===== src/rtl/ysyx_22051086_axi_master.sv =====
// Cache-line burst initiator: one refill (INCR read burst) or write-back (INCR write burst)
// at a time, finished by a single-cycle response pulse back to the cache.
module ysyx_22051086_axi_master #(
    parameter int BEATS = 4
) (
    input  logic                  clk_i,
    input  logic                  rst_ni,
    input  logic                  req_valid_i,
    output logic                  req_ready_o,
    input  logic                  req_wen_i,
    input  logic [31:0]           req_addr_i,
    input  logic [64*BEATS-1:0]   req_wdata_i,
    output logic                  resp_valid_o,
    output logic [64*BEATS-1:0]   resp_rdata_o,
    output logic                  resp_err_o,
    output logic [31:0]           araddr_o,
    output logic [3:0]            arlen_o,
    output logic [2:0]            arsize_o,
    output logic [1:0]            arburst_o,
    output logic                  arvalid_o,
    input  logic                  arready_i,
    input  logic [63:0]           rdata_i,
    input  logic [1:0]            rresp_i,
    input  logic                  rlast_i,
    input  logic                  rvalid_i,
    output logic                  rready_o,
    output logic [31:0]           awaddr_o,
    output logic [3:0]            awlen_o,
    output logic [2:0]            awsize_o,
    output logic [1:0]            awburst_o,
    output logic                  awvalid_o,
    input  logic                  awready_i,
    output logic [63:0]           wdata_o,
    output logic [63:0]           wstrb_o,
    output logic                  wlast_o,
    output logic                  wvalid_o,
    input  logic                  wready_i,
    input  logic [1:0]            bresp_i,
    input  logic                  bvalid_i,
    output logic                  bready_o
);

    localparam int         ALIGN     = $clog2(8 * BEATS);
    localparam logic [31:0] ADDR_MASK = ~((32'd1 << ALIGN) - 32'd1);
    localparam int         IW        = (BEATS > 1) ? $clog2(BEATS) : 1;
    localparam logic [3:0] LAST      = 4'(BEATS - 1);

    typedef enum logic [2:0] {
        S_IDLE, S_AR, S_R, S_AW, S_W, S_B, S_RESP
    } state_e;

    state_e                   state_q;
    logic [BEATS-1:0][63:0]   line_q;
    logic [BEATS-1:0][63:0]   rbuf_q;
    logic [BEATS-1:0][63:0]   resp_rdata_q;
    logic [BEATS-1:0][63:0]   rline_d;
    logic [3:0]               cnt_q;
    logic [3:0]               cnt_d;
    logic                     err_q;
    logic [31:0]              araddr_q, awaddr_q;
    logic [3:0]               arlen_q, awlen_q;
    logic [2:0]               arsize_q, awsize_q;
    logic [1:0]               arburst_q, awburst_q;
    logic                     arvalid_q, awvalid_q, rready_q, wvalid_q, wlast_q, bready_q;
    logic [63:0]              wdata_q, wstrb_q;
    logic                     resp_valid_q, resp_err_q;
    logic                     rerr_s, berr_s;

    assign cnt_d  = cnt_q + 4'd1;
    assign rerr_s = (rresp_i != 2'b00);
    assign berr_s = (bresp_i != 2'b00);

    // Refill line as it will look once the beat currently on the R channel is absorbed.
    always_comb begin
        rline_d                    = rbuf_q;
        rline_d[cnt_q[IW-1:0]]     = rdata_i;
    end

    // Transaction FSM; every bus-facing output is a register updated on the state transition.
    always_ff @(posedge clk_i or negedge rst_ni) begin
        if (!rst_ni) begin
            state_q      <= S_IDLE;
            line_q       <= '0;
            rbuf_q       <= '0;
            resp_rdata_q <= '0;
            cnt_q        <= 4'd0;
            err_q        <= 1'b0;
            araddr_q     <= 32'd0;
            arlen_q      <= 4'd0;
            arsize_q     <= 3'd0;
            arburst_q    <= 2'd0;
            arvalid_q    <= 1'b0;
            awaddr_q     <= 32'd0;
            awlen_q      <= 4'd0;
            awsize_q     <= 3'd0;
            awburst_q    <= 2'd0;
            awvalid_q    <= 1'b0;
            rready_q     <= 1'b0;
            wdata_q      <= 64'd0;
            wstrb_q      <= 64'd0;
            wlast_q      <= 1'b0;
            wvalid_q     <= 1'b0;
            bready_q     <= 1'b0;
            resp_valid_q <= 1'b0;
            resp_err_q   <= 1'b0;
        end else begin
            case (state_q)
                S_IDLE: begin
                    if (req_valid_i) begin
                        line_q <= req_wdata_i;
                        rbuf_q <= '0;
                        cnt_q  <= 4'd0;
                        err_q  <= 1'b0;
                        if (req_wen_i) begin
                            awaddr_q  <= req_addr_i & ADDR_MASK;
                            awlen_q   <= LAST;
                            awsize_q  <= 3'b011;
                            awburst_q <= 2'b01;
                            awvalid_q <= 1'b1;
                            state_q   <= S_AW;
                        end else begin
                            araddr_q  <= req_addr_i & ADDR_MASK;
                            arlen_q   <= LAST;
                            arsize_q  <= 3'b011;
                            arburst_q <= 2'b01;
                            arvalid_q <= 1'b1;
                            state_q   <= S_AR;
                        end
                    end
                end
                S_AR: begin
                    if (arready_i) begin
                        arvalid_q <= 1'b0;
                        rready_q  <= 1'b1;
                        state_q   <= S_R;
                    end
                end
                S_R: begin
                    if (rvalid_i) begin
                        rbuf_q[cnt_q[IW-1:0]] <= rdata_i;
                        if (rerr_s) begin
                            err_q <= 1'b1;
                        end
                        // A responder-signalled rlast ends the burst early.
                        if (rlast_i || (cnt_q == LAST)) begin
                            rready_q     <= 1'b0;
                            resp_valid_q <= 1'b1;
                            resp_err_q   <= err_q | rerr_s;
                            resp_rdata_q <= rline_d;
                            state_q      <= S_RESP;
                        end else begin
                            cnt_q <= cnt_d;
                        end
                    end
                end
                S_AW: begin
                    if (awready_i) begin
                        awvalid_q <= 1'b0;
                        wvalid_q  <= 1'b1;
                        wdata_q   <= line_q[0];
                        wstrb_q   <= {64{1'b1}};
                        wlast_q   <= (LAST == 4'd0);
                        state_q   <= S_W;
                    end
                end
                S_W: begin
                    if (wready_i) begin
                        if (cnt_q == LAST) begin
                            wvalid_q <= 1'b0;
                            wlast_q  <= 1'b0;
                            wstrb_q  <= 64'd0;
                            bready_q <= 1'b1;
                            state_q  <= S_B;
                        end else begin
                            cnt_q   <= cnt_d;
                            wdata_q <= line_q[cnt_d[IW-1:0]];
                            wlast_q <= (cnt_d == LAST);
                        end
                    end
                end
                S_B: begin
                    if (bvalid_i) begin
                        bready_q     <= 1'b0;
                        err_q        <= err_q | berr_s;
                        resp_valid_q <= 1'b1;
                        resp_err_q   <= err_q | berr_s;
                        state_q      <= S_RESP;
                    end
                end
                S_RESP: begin
                    resp_valid_q <= 1'b0;
                    resp_err_q   <= 1'b0;
                    state_q      <= S_IDLE;
                end
                default: begin
                    state_q <= S_IDLE;
                end
            endcase
        end
    end

    assign req_ready_o  = (state_q == S_IDLE);
    assign resp_valid_o = resp_valid_q;
    assign resp_rdata_o = resp_rdata_q;
    assign resp_err_o   = resp_err_q;
    assign araddr_o     = araddr_q;
    assign arlen_o      = arlen_q;
    assign arsize_o     = arsize_q;
    assign arburst_o    = arburst_q;
    assign arvalid_o    = arvalid_q;
    assign rready_o     = rready_q;
    assign awaddr_o     = awaddr_q;
    assign awlen_o      = awlen_q;
    assign awsize_o     = awsize_q;
    assign awburst_o    = awburst_q;
    assign awvalid_o    = awvalid_q;
    assign wdata_o      = wdata_q;
    assign wstrb_o      = wstrb_q;
    assign wlast_o      = wlast_q;
    assign wvalid_o     = wvalid_q;
    assign bready_o     = bready_q;

endmodule


===== config.mk =====
export PLATFORM = sky130hd
export DESIGN_NAME = ysyx_22051086_axi_master
export DESIGN_NICKNAME = d
export VERILOG_FILES = /design/src/rtl/ysyx_22051086_axi_master.sv
export SDC_FILE = /design/constraint.sdc
export NUM_CORES = 1
export LEC_CHECK = 0
export CORE_AREA = 2 2 330 332
export CTS_BUF_LIST = sky130_fd_sc_hd__clkbuf_8
export DETAILED_ROUTE_END_ITERATION = 6
export DIE_AREA = 0 0 332 334
export HOLD_SLACK_MARGIN = 0.08
export REMOVE_ABC_BUFFERS = 1
export SLEW_MARGIN = 40
export SYNTH_ARGS = -nofsm -noshare
export SYNTH_HDL_FRONTEND = slang
export SYNTH_SLANG_ARGS = --single-unit

===== constraint.sdc =====
create_clock -name clk_i -period 5.7 [get_ports clk_i]
set_input_delay 1.14 -clock clk_i [delete_from_list [all_inputs] [get_ports clk_i]]
set_output_delay 1.14 -clock clk_i [all_outputs]
set_load 0.01 [all_outputs]

==> metrics.md <==
| Metric | Value |
|---|---|
| Status | completed |
| Initial core utilization | 35.1% |
| Hold-fix buffers, CTS | 0 |
| Worst hold margin | 0.297 ns |
| Power per cell area | 528 mW/mm2 |
| GRT Total Usage | 22.4% |
| Setup Viol. Count Final | 0 |
| Layout Cells excl Fill | 5413 |
| Nets@finish | 4228 |
| Initial DRC count | 1877 |
| Area grow syn2layout | 32.3% |
| Slew headroom | 45.8% |
| Fraction of layout instances using a drive strength above 1 | 7.43% |
| Die W | 332 um |
| Die ar. | 0.111 mm2 |
| EDFF count, synth | 0 |
| Clock-pin slew on the worst setup and hold paths | 0.05 ns |
| Avg Vias per Cell | 5.10 |
| Post-Syn Area | 0.0379 mm2 |
| GPL Wtd Cong | 0.825 |
| Row cnt | 121 |
| Peak supply drop | 0.404 mV |
| CP required | 4.56 ns |
| Avg Synthesized Cell Area | 11.8 um2 |
| Worst setup EP type | output port |
| H-tree levels | 4 |
| Pin count of the biggest net entering global routing | 146 |
| CTS root buf | clkbuf_8 |
| Startpoint types | flop |
| Routed length per placed instance | 23.4 um |
| Die height | 334 um |
| Top_reg_cell synth | dfrtp_1 |
| Period utilisation layout | 67.7% |
| Cts bufs inserted | 162 |
| Upper clock frequency limit | 259 MHz |
| Crit-path max FO | 16 |
| IO Count | 841 |
| Crit path kind | flop to output port |
| First-pass DRT Iterations | 5 |
| Worst clock skew | 0.0512 ns |
| Vias in the first global route | 27400 |
| Core Footprint | 0.108 mm2 |
| HPWL after DPL | 83700 um |
| Sequential fraction of the synthesis area | 59.8% |
| Cts repair resizes | 0 |
| # fillers | 10100 |
| Ys async rst share | 100% |
| Post-Syn Instances | 3197 |
| Tmin final | 3.86 ns |
| Port Buf Inserts | 817 |
| Remaining DRCs | 0 |
| Final Hold Viols | 0 |
| Unrepaired setup endpoints after global routing | no |
| Routed wire length | 127000 um |
| CP arrival | 2.72 ns |
| CTS tree | built |
| Max-capacitance violation count | 0 |
| Routed vias | 27600 |
| Library cells used by synthesis | 58 |
| Leak | 21.7 nW |
| Post-DRT Antenna Nets | 0 |
| First-pass GRT wire length | 187000 um |
| DP Area | 0.0468 mm2 |
| Max Buffers Root-to-Sink | 3 |
| Ys Warns | 0 |
| Setup bufs post-CTS | 0 |
| Inst Count DP | 5104 |
| HP Class | input port to async pin |
| Post-Layout Inst Area | 0.0501 mm2 |
| Final Power | 26.4 mW |
| Tightest Pin Transition | 0.814 ns |
| Skew-Pair Late Insertion Delay | 0.86 ns |
| Antenna violations before repair | 39 |
| Pins Over Slew Limit | 0 |
| FF+latch count, synth | 904 |
| Clock Sinks | 904 |
| GRT overflow | 0 |
[state kept, by name, summed over array words and instances, names as in the netlist, 3 cells and up]
| register | flops |
|---|---|
| state_q | 3 |
| resp_rdata_o | 256 |
| araddr_o | 27 |
| awaddr_o | 27 |
| wdata_o | 64 |
| cnt_q | 4 |
| line_q | 256 |
| rbuf_q | 256 |
[area by class of cell]
cell class,instances,area [um2],area share [%]
repair buffers,865,8890,17.8
well taps,1414,1770,3.53
clock buffers,195,2680,5.36
diodes,26,65.1,0.130
multi-input cells,1848,13200,26.4
inverters,74,278,0.555
clock inverters,87,522,1.04
flip-flops and latches,904,22600,45.2
[cells in the final DEF (no fill, tap or decap), types with 67 or more instances in the layout]
master and n:
dfrtp_1 902, clkdlybuf4s50_1 816, nand2_1 387, o21ai_1 321, mux2i_1 259, a22o_1 255, mux2_1 249, clkbuf_8 195
inv_1 135, nor2_1 72, o22ai_1 67
[cells by family after synthesis]
kind of cell	Yosys count	synth area share, %
other	1	0.00991
AND/OR/NAND/NOR	504	5.40
flip-flops	904	59.8
XOR/XNOR	3	0.0694
adder cells (fa/ha/maj)	7	0.231
buffers and inverters	462	5.82
AO/OA/AOI/OAI	807	14.4
multiplexers	509	14.3
[cells in the mapped netlist, types with 9 or more instances]
library cell    n  area (um2)
a22o_1        255        2230
buf_4          91         683
a21oi_1         9        45.0
buf_2          60         300
a31oi_1        66         413
a211o_1        63         552
clkbuf_1      159         597
nand2_1       387        1450
nor2_1         72         270
mux2i_1       259        2590
buf_1          71         267
o21ai_1       326        1630
o22ai_1        67         419
dfrtp_1       904       22600
mux2_1        249        2800
inv_1          74         278
[through the flow]
step           setup WS (ns)  utilization, %   TNS, ns
2_1_floorplan          -7.47               -  -3263.89
3_3_place_gp            1.99            43.2         0
3_5_place_dp            2.03            43.4         0
4_1_cts                 1.76            46.4         0
5_1_grt                 1.71            46.4         0
6_report                1.84            46.4         0
[metal layers]
metal  vias to the layer above  GRT usage (%)  routed length (um)
met5                         -              0                 105
met4                        16           10.4                5110
met3                       252           6.12                8180
met2                       914           35.9               60700
met1                     13900           28.3               52600
li1                      12500              -                   -
[path summary, 6_finish.rpt]
kind,start,to,slack (ns),cells after the start
max,state_q[2],req_ready_o,1.84,3
min,rst_ni,wdata_o[42],0.30,1
max reg2reg,cnt_q[0],rbuf_q[189],2.75,5
min reg2reg,resp_rdata_o[113],resp_rdata_o[113],0.48,2
max in group asynchronous,rst_ni,resp_rdata_o[232],4.06,3
min in group clk_i,resp_rdata_o[113],resp_rdata_o[113],0.48,2
[worst max-delay path, cell delays in order (launching register included)]
cell             delay, ns
dfrtp_1               0.55
or2_1                 0.48
nor2_1                0.19
clkdlybuf4s50_1       0.68
[where the power goes]
group	switching, mW	leakage, nW	internal [mW]
clock	2.82	1.86	3.21
sequential	1.42	11.7	8.87
combinational	5.10	8.13	5.01
total	9.34	21.7	17.1
No activity file was read; power rests on OpenSTA's default activity.
